**config.mk**
```make
export PLATFORM = sky130hd
export DESIGN_NAME = mv_seq_ctrl
export DESIGN_NICKNAME = d
export VERILOG_FILES = /design/src/rtl/mv_seq_ctrl.sv
export SDC_FILE = /design/constraint.sdc
export NUM_CORES = 1
export LEC_CHECK = 0
export CORE_ASPECT_RATIO = 0.5
export CORE_MARGIN = 2
export CORE_UTILIZATION = 30
export DETAILED_ROUTE_END_ITERATION = 10
export REMOVE_ABC_BUFFERS = 1
export SLEW_MARGIN = 0
export SYNTH_ARGS = -nofsm -noshare
export SYNTH_HDL_FRONTEND = slang
export SYNTH_SLANG_ARGS = --single-unit
```
**constraint.sdc**
```tcl
create_clock -name clk -period 5.8 [get_ports clk]
set_input_delay 1.16 -clock clk [delete_from_list [all_inputs] [get_ports clk]]
set_output_delay 1.16 -clock clk [all_outputs]
set_load 0.02 [all_outputs]
```
**src/rtl/mv_seq_ctrl.sv**
```systemverilog
// Matrix-vector multiply sequencer: byte-stream load of M (NxN) and v, one shared MAC, row results out on valid/ready.
// Optional MV_SEQ_RELU_EN clamps negative row results to zero on out_data.
module mv_seq_ctrl #(
    parameter int N     = 2,
    parameter int W     = 4,
    parameter int ACC_W = 2*W+2
) (
    input  logic             clk,
    input  logic             rst,
    input  logic             start,
    input  logic             keep_m,
    input  logic             in_valid,
    input  logic [7:0]       in_data,
    output logic             in_ready,
    output logic             out_valid,
    output logic [ACC_W-1:0] out_data,
    input  logic             out_ready,
    output logic             busy,
    output logic             done
);
    localparam int IDX_W = $clog2(N*N);
    localparam int K_W   = $clog2(N);

    typedef enum logic [2:0] {
        S_IDLE, S_LOAD_M, S_LOAD_V, S_MAC, S_OUT, S_DONE
    } state_t;

    state_t                   state_q, state_d;
    logic [N*N-1:0][W-1:0]    m_q, m_d;
    logic [N-1:0][W-1:0]      v_q, v_d;
    logic signed [ACC_W-1:0]  acc_q, acc_d;
    logic [IDX_W-1:0]         cnt_q, cnt_d;
    logic [K_W-1:0]           i_q, i_d, k_q, k_d;
    logic                     in_ready_q, in_ready_d;

    logic                     take;
    logic [IDX_W-1:0]         m_sel;
    logic signed [W-1:0]      m_elem, v_elem;
    logic signed [2*W-1:0]    prod;
    logic signed [ACC_W-1:0]  prod_ext;
    logic signed [ACC_W-1:0]  res;
    logic                     unused_hi;

    assign unused_hi = ^in_data[7:W];
    assign take      = in_valid & in_ready_q;

    // Elements are stored raw; sign extension happens at the multiplier.
    assign m_sel    = IDX_W'(i_q) * IDX_W'(N) + IDX_W'(k_q);
    assign m_elem   = m_q[m_sel];
    assign v_elem   = v_q[k_q];
    assign prod     = m_elem * v_elem;
    assign prod_ext = {{(ACC_W-2*W){prod[2*W-1]}}, prod};

    always_comb begin
        state_d = state_q;
        m_d     = m_q;
        v_d     = v_q;
        acc_d   = acc_q;
        cnt_d   = cnt_q;
        i_d     = i_q;
        k_d     = k_q;
        case (state_q)
            S_IDLE: begin
                if (start) begin
                    cnt_d   = '0;
                    state_d = keep_m ? S_LOAD_V : S_LOAD_M;
                end
            end
            S_LOAD_M: begin
                if (take) begin
                    m_d[cnt_q] = in_data[W-1:0];
                    if (cnt_q == IDX_W'(N*N-1)) begin
                        cnt_d   = '0;
                        state_d = S_LOAD_V;
                    end else begin
                        cnt_d = cnt_q + IDX_W'(1);
                    end
                end
            end
            S_LOAD_V: begin
                if (take) begin
                    v_d[cnt_q[K_W-1:0]] = in_data[W-1:0];
                    if (cnt_q == IDX_W'(N-1)) begin
                        i_d     = '0;
                        k_d     = '0;
                        acc_d   = '0;
                        state_d = S_MAC;
                    end else begin
                        cnt_d = cnt_q + IDX_W'(1);
                    end
                end
            end
            S_MAC: begin
                acc_d = acc_q + prod_ext;
                if (k_q == K_W'(N-1)) state_d = S_OUT;
                else                  k_d     = k_q + K_W'(1);
            end
            S_OUT: begin
                if (out_ready) begin
                    if (i_q == K_W'(N-1)) begin
                        state_d = S_DONE;
                    end else begin
                        i_d     = i_q + K_W'(1);
                        k_d     = '0;
                        acc_d   = '0;
                        state_d = S_MAC;
                    end
                end
            end
            S_DONE:  state_d = S_IDLE;
            default: state_d = S_IDLE;
        endcase
        in_ready_d = (state_d == S_LOAD_M) || (state_d == S_LOAD_V);
    end

    always_ff @(posedge clk or posedge rst) begin
        if (rst) begin
            state_q    <= S_IDLE;
            m_q        <= '0;
            v_q        <= '0;
            acc_q      <= '0;
            cnt_q      <= '0;
            i_q        <= '0;
            k_q        <= '0;
            in_ready_q <= 1'b0;
        end else begin
            state_q    <= state_d;
            m_q        <= m_d;
            v_q        <= v_d;
            acc_q      <= acc_d;
            cnt_q      <= cnt_d;
            i_q        <= i_d;
            k_q        <= k_d;
            in_ready_q <= in_ready_d;
        end
    end

`ifdef MV_SEQ_RELU_EN
    assign res = acc_q[ACC_W-1] ? '0 : acc_q;
`else
    assign res = acc_q;
`endif

    // out_data reads zero whenever no result is being offered.
    assign out_data  = (state_q == S_OUT) ? res : '0;
    assign out_valid = (state_q == S_OUT);
    assign in_ready  = in_ready_q;
    assign busy      = (state_q != S_IDLE);
    assign done      = (state_q == S_DONE);
endmodule

```
After elaboration in Yosys (flattened, before gate mapping)
Index checks and enable logic that the tools add are counted.
- register bits after elaboration: 42
- bits of input ports: 14
- output and inout port bits: 14
- logic and storage cells: 95
- $add $sub $neg: 5
- multiply operators: 1
- magnitude comparators: 6
- eq/ne operators: 16
- multiplexer cells: 41
- bitwise gates (word level): 1
- reduce and logical (&&, ||, !) cells: 13
- operators by type and width (cell ; count):
    2-to-1 mux 10 bit ; 5
    one-hot mux 10 bit (3 select lines) ; 1
    2-to-1 mux 3 bit ; 8
    2-to-1 mux 4 bit ; 5
    bitwise mux 16 bit ; 1
    one-hot mux 3 bit (5 select lines) ; 1
    2-to-1 mux 2 bit ; 6
    != test 2 bit (second input constant) ; 6
    adder 10 x 8 -> 10 bit ; 1
    AND reduction 5 bit ; 2
    equality test 3 x 2 -> 1 bit (second input constant) ; 3
    nonzero test 3 bit ; 3
    binary-select mux 4 bit (select 2 bit) ; 1
    bitwise mux 8 bit ; 1
    demux 4 bit (select 2 bit) ; 1
    multiplier 4 x 4 -> 8 bit ; 1
    2-to-1 mux 1 bit ; 7
    equality test 3 x 1 -> 1 bit (second input constant) ; 2
    equality test 3 bit (second input constant) ; 2
    < comparator 2 x 3 -> 1 bit (second input constant) ; 2
    one-hot mux 2 bit (3 select lines) ; 1
    demux 4 bit (select 1 bit) ; 1
    < comparator 1 x 2 -> 1 bit (second input constant) ; 2
    AND reduction 2 bit ; 2
    other kinds (16) ; 18

Depth between registers and ports, before layout
- depth in word-level cells: 6
- depth in mapped cells: 15
- gate-level depth less buffers: 14

Worst setup path after synthesis
OpenSTA, ideal clock, no wires.
- path type: register to register
- start point: register k_q
- end point: register acc_q[8]
- library setup time: 0.087 ns
- arrival time: 4.283 ns
- data required time: 5.713 ns
- path slack: 1.430 ns
- cell stages (with the launch flop): 14
- buffers on the path: 1
- clock period less this slack: 4.370 ns
- path through: dfrtp_1 buf_2 mux4_2 or2_1 fa_1 fa_1 fa_1 inv_1 fa_1 a21o_1 a21oi_1 o21bai_1 a211o_1 o211ai_1
- longest elaborated chain between the ends: 6
- elaborated cells between the ends (all ways): 8
- classes of those cells: add/sub (2); mul (1); mux (5)
- ends and longest elaborated chain (item ; RTL line ; text):
    start, declared ; 33 ; logic [K_W-1:0] i_q, i_d, k_q, k_d;
    start signal, assigned ; 133 ; k_q <= k_d;
    adder 2 x 1 -> 2 bit ; 48 ; assign m_sel = IDX_W'(i_q) * IDX_W'(N) + IDX_W'(k_q);
    binary-select mux 4 bit (select 2 bit) ; 49 ; assign m_elem = m_q[m_sel];
    2-to-1 mux 4 bit (implied by the code) ; 49 ;
    multiplier 4 x 4 -> 8 bit (*) ; 51 ; assign prod = m_elem * v_elem;
    adder 10 x 8 -> 10 bit (*) ; 94 ; acc_d = acc_q + prod_ext;
    one-hot mux 10 bit (3 select lines) (*) ; 62 ; case (state_q)
    end signal, assigned ; 121 ; acc_q <= '0;
    end signal, assigned ; 130 ; acc_q <= acc_d;
    end, declared ; 31 ; logic signed [ACC_W-1:0] acc_q, acc_d;
Mark *: on every way between the ends. The rest lies on a longest branch, timed or not. The select of a mux whose other input is x is not followed.
A chain may end at the register's enable or synchronous reset.

Final worst setup path
Ends and elaborated chain as after synthesis.

==> metrics.yaml <==
grt_pass1_wl_mm: 10.1
rows: 26
endpoint_kind: "flip-flop"
grt_antenna_before_repair: 0
cts_resized: 0
r2r_end: "acc_q[8]$_DFFE_PP0P_"
track_usage_pct: 11.6
powerDensity_nw_per_um2: 606
gp_congestion: 0.801
fmax_ghz: 0.212
path_max_fanout: 12
combPwrFrac_pct: 63.1
power.total_mw: 2.20
hold_path.class: "flip-flop to flip-flop"
hold_buffers: 0
p_int_mw: 1.21
cts_buffers: 5
clk_latency_ns: 0.28
fin_tns_setup_ns: 0
io_pins: 28
holdCritStartpoint: "m_q[4]$_DFFE_PP0P_"
slowest_delay_ns: 0.73
via_per_inst: 4.58
start_util_pct: 30.6
final_design_area_no_fill_um2: 3630
drc_errors: 0
cts.path.max_buffers: 2
yosys.area.top_type_share_pct: 34.0
cap_violations: 0
power.share.clock_pct: 12.9
synth-async-reset-ratio_pct: 100
clk_pin_slew_worst_paths_ns: 0.06
hold_violations: 0
portBuffers: 23
required_ns: 6.00
core-area_um2: 10100
wl_per_cell_um: 13.4
grt_max_degree: 43
yosys_register_bits: 42
cts_sinks: 42
drtAntennaViolNets: 0
dr.pass1.iters: 4
rr_startpoint: "k_q$_DFFE_PP0P_"
worstRegToRegCells: 12
synth.top_cells.by_area: "dfrtp_1 (34%), fa_1 (12%), ha_1 (10%)"
reg2reg_slack_ns: 1.07
synth.cell_area_um2: 3090
final_nets: 369
yosysUniqueCellTypes: 47
worstSetupStartpointType: "flip-flop"
status: "finished clean"
rsz0062_at_grt: "false"
design.die.area_um2: 11200
yosys.area.top_type: "dfrtp_1"
fin_crit_sh_pct: 81.5
fillers: 1000
slew_viol_final: 0
num_vias: 2076
syn_inst: 287
cts_setup_buffers: 0
crit_type: "flip-flop to flip-flop"
skew_ns: 0.00336
place_area_um2: 3490
avgSynthCellArea_um2: 10.8
chipHeight_um: 75.8
switchingPower_mw: 0.990
hold_path_depth: 1
synthTopCellsByCount: "dfrtp_1 (42), inv_1 (42), ha_1 (25)"
hold_end: "m_q[4]$_DFFE_PP0P_"
hpwl_mm: 4.69
setup_violations: 0
overflow: 0
crit_chain: "mux4_2, or2_1, fa_1, fa_1, fa_1, inv_1, fa_1, a21o_1, a21oi_1, o21bai_1, a211o_1, o211ai_1"
switching_share_pct: 45.0
synth_edf_count: 0
synth_seq_area_share_pct: 34.0
p_seq_share_pct: 24.0
ys_warn_count: 0
cts_tree: "yes"
tightest_slew_ns: 0.915
slew_headroom_pct: 38.4
die_w_um: 148
cts_root_buffer: "clkbuf_16"
cts_max_level: 2
crit_path_top_delay_cell: "dfrtp_1"
period_needed_ns: 4.73
diodes: 0
arrival_ns: 4.92
ir_worst_vdd_mv: 0.190
first_iter_violations: 133
area_delta_synth_final_pct: 17.5
power_leakage_nw: 1.76
grt_pass1_vias: 2027
drt-total-wl_mm: 6.05
crit_top_cell: "fa_1"
synth-main-ff-cell: "dfrtp_1"
final_layout_size_suffix_gt1_share_pct: 7.35
==> placed cells by master, fill, tap and decap left out, types with 7 or more instances in the layout <==
cell type,count
a21oi_1,10
and2_1,9
clkdlybuf4s50_1,23
dfrtp_1,42
fa_1,18
ha_1,25
inv_1,41
mux2_1,20
mux2i_1,7
nand2_1,20
nor2b_1,10
==> power groups by stage <==
stage	combinational, mW	sequential (mW)	clock (mW)
6_report	1.39	0.528	0.283
5_1_grt	1.59	0.548	0.304
4_1_cts	1.41	0.529	0.291
3_5_place_dp	1.40	0.535	0
3_3_place_gp	1.37	0.530	0
2_1_floorplan	1.13	0.500	0
==> worst max-delay path by stage <==
stage,from,endpoint,cells past startpoint
floorplan,k_q$_DFFE_PP0P_,acc_q[8]$_DFFE_PP0P_,12
global placement,k_q$_DFFE_PP0P_,acc_q[8]$_DFFE_PP0P_,12
detailed placement,k_q$_DFFE_PP0P_,acc_q[8]$_DFFE_PP0P_,12
CTS,k_q$_DFFE_PP0P_,acc_q[8]$_DFFE_PP0P_,12
global route,k_q$_DFFE_PP0P_,acc_q[8]$_DFFE_PP0P_,12
finish,k_q$_DFFE_PP0P_,acc_q[8]$_DFFE_PP0P_,12
==> worst max-delay path, delay by kind of cell (launching register included) <==
kind	cells	cell delay (ns)
AO/OA/AOI/OAI	5	0.93
AND/OR/NAND/NOR	1	0.25
adder cells (fa/ha/maj)	4	2.02
flip-flops	1	0.73
multiplexers	1	0.63
buffers and inverters	1	0.07
==> stage by stage <==
stage	setup slack [ns]	cells	hold slack (ns)	utilization (%)
5_1_grt	0.802	453	0.505	35.9
6_report	1.07	453	0.491	35.9
3_5_place_dp	1.06	445	0.480	34.5
2_1_floorplan	1.41	279	0.459	-
3_3_place_gp	1.09	445	0.470	34.5
4_1_cts	1.04	453	0.494	35.9
==> layer usage <==
| metal | global-route usage (%) | wire, um |
|---|---|---|
| met1 | 15.4 | 2940 |
| met3 | 1.92 | 197 |
| met2 | 19.9 | 2860 |
| met4 | 3.21 | 53 |
| met5 | 0 | 0 |
==> sequential cells by signal (all words and copies together), names as in the netlist <==
register,cells
state_q,3
in_ready,1
acc_q,10
v_q,8
cnt_q,2
i_q,1
k_q,1
m_q,16
==> logic make-up after synthesis <==
logic type	count (synthesis)	synth area share, %
AND/OR/NAND/NOR	69	12.3
buffers and inverters	50	6.15
adder cells (fa/ha/maj)	43	21.8
flip-flops	42	34.0
AO/OA/AOI/OAI	41	9.43
multiplexers	35	13.9
XOR/XNOR	7	2.43
==> final cells by class <==
| cell class | instances | area, um^2 | share of cell area [%] |
|---|---|---|---|
| clock inverter | 3 | 21.3 | 0.585 |
| tap | 140 | 175 | 4.82 |
| multi-input combinational | 195 | 1850 | 50.9 |
| timing repair buffer | 26 | 253 | 6.96 |
| clock buffer | 5 | 125 | 3.44 |
| sequential | 42 | 1050 | 28.9 |
| inverter | 42 | 158 | 4.34 |
Power figures use the tool's default switching activity.
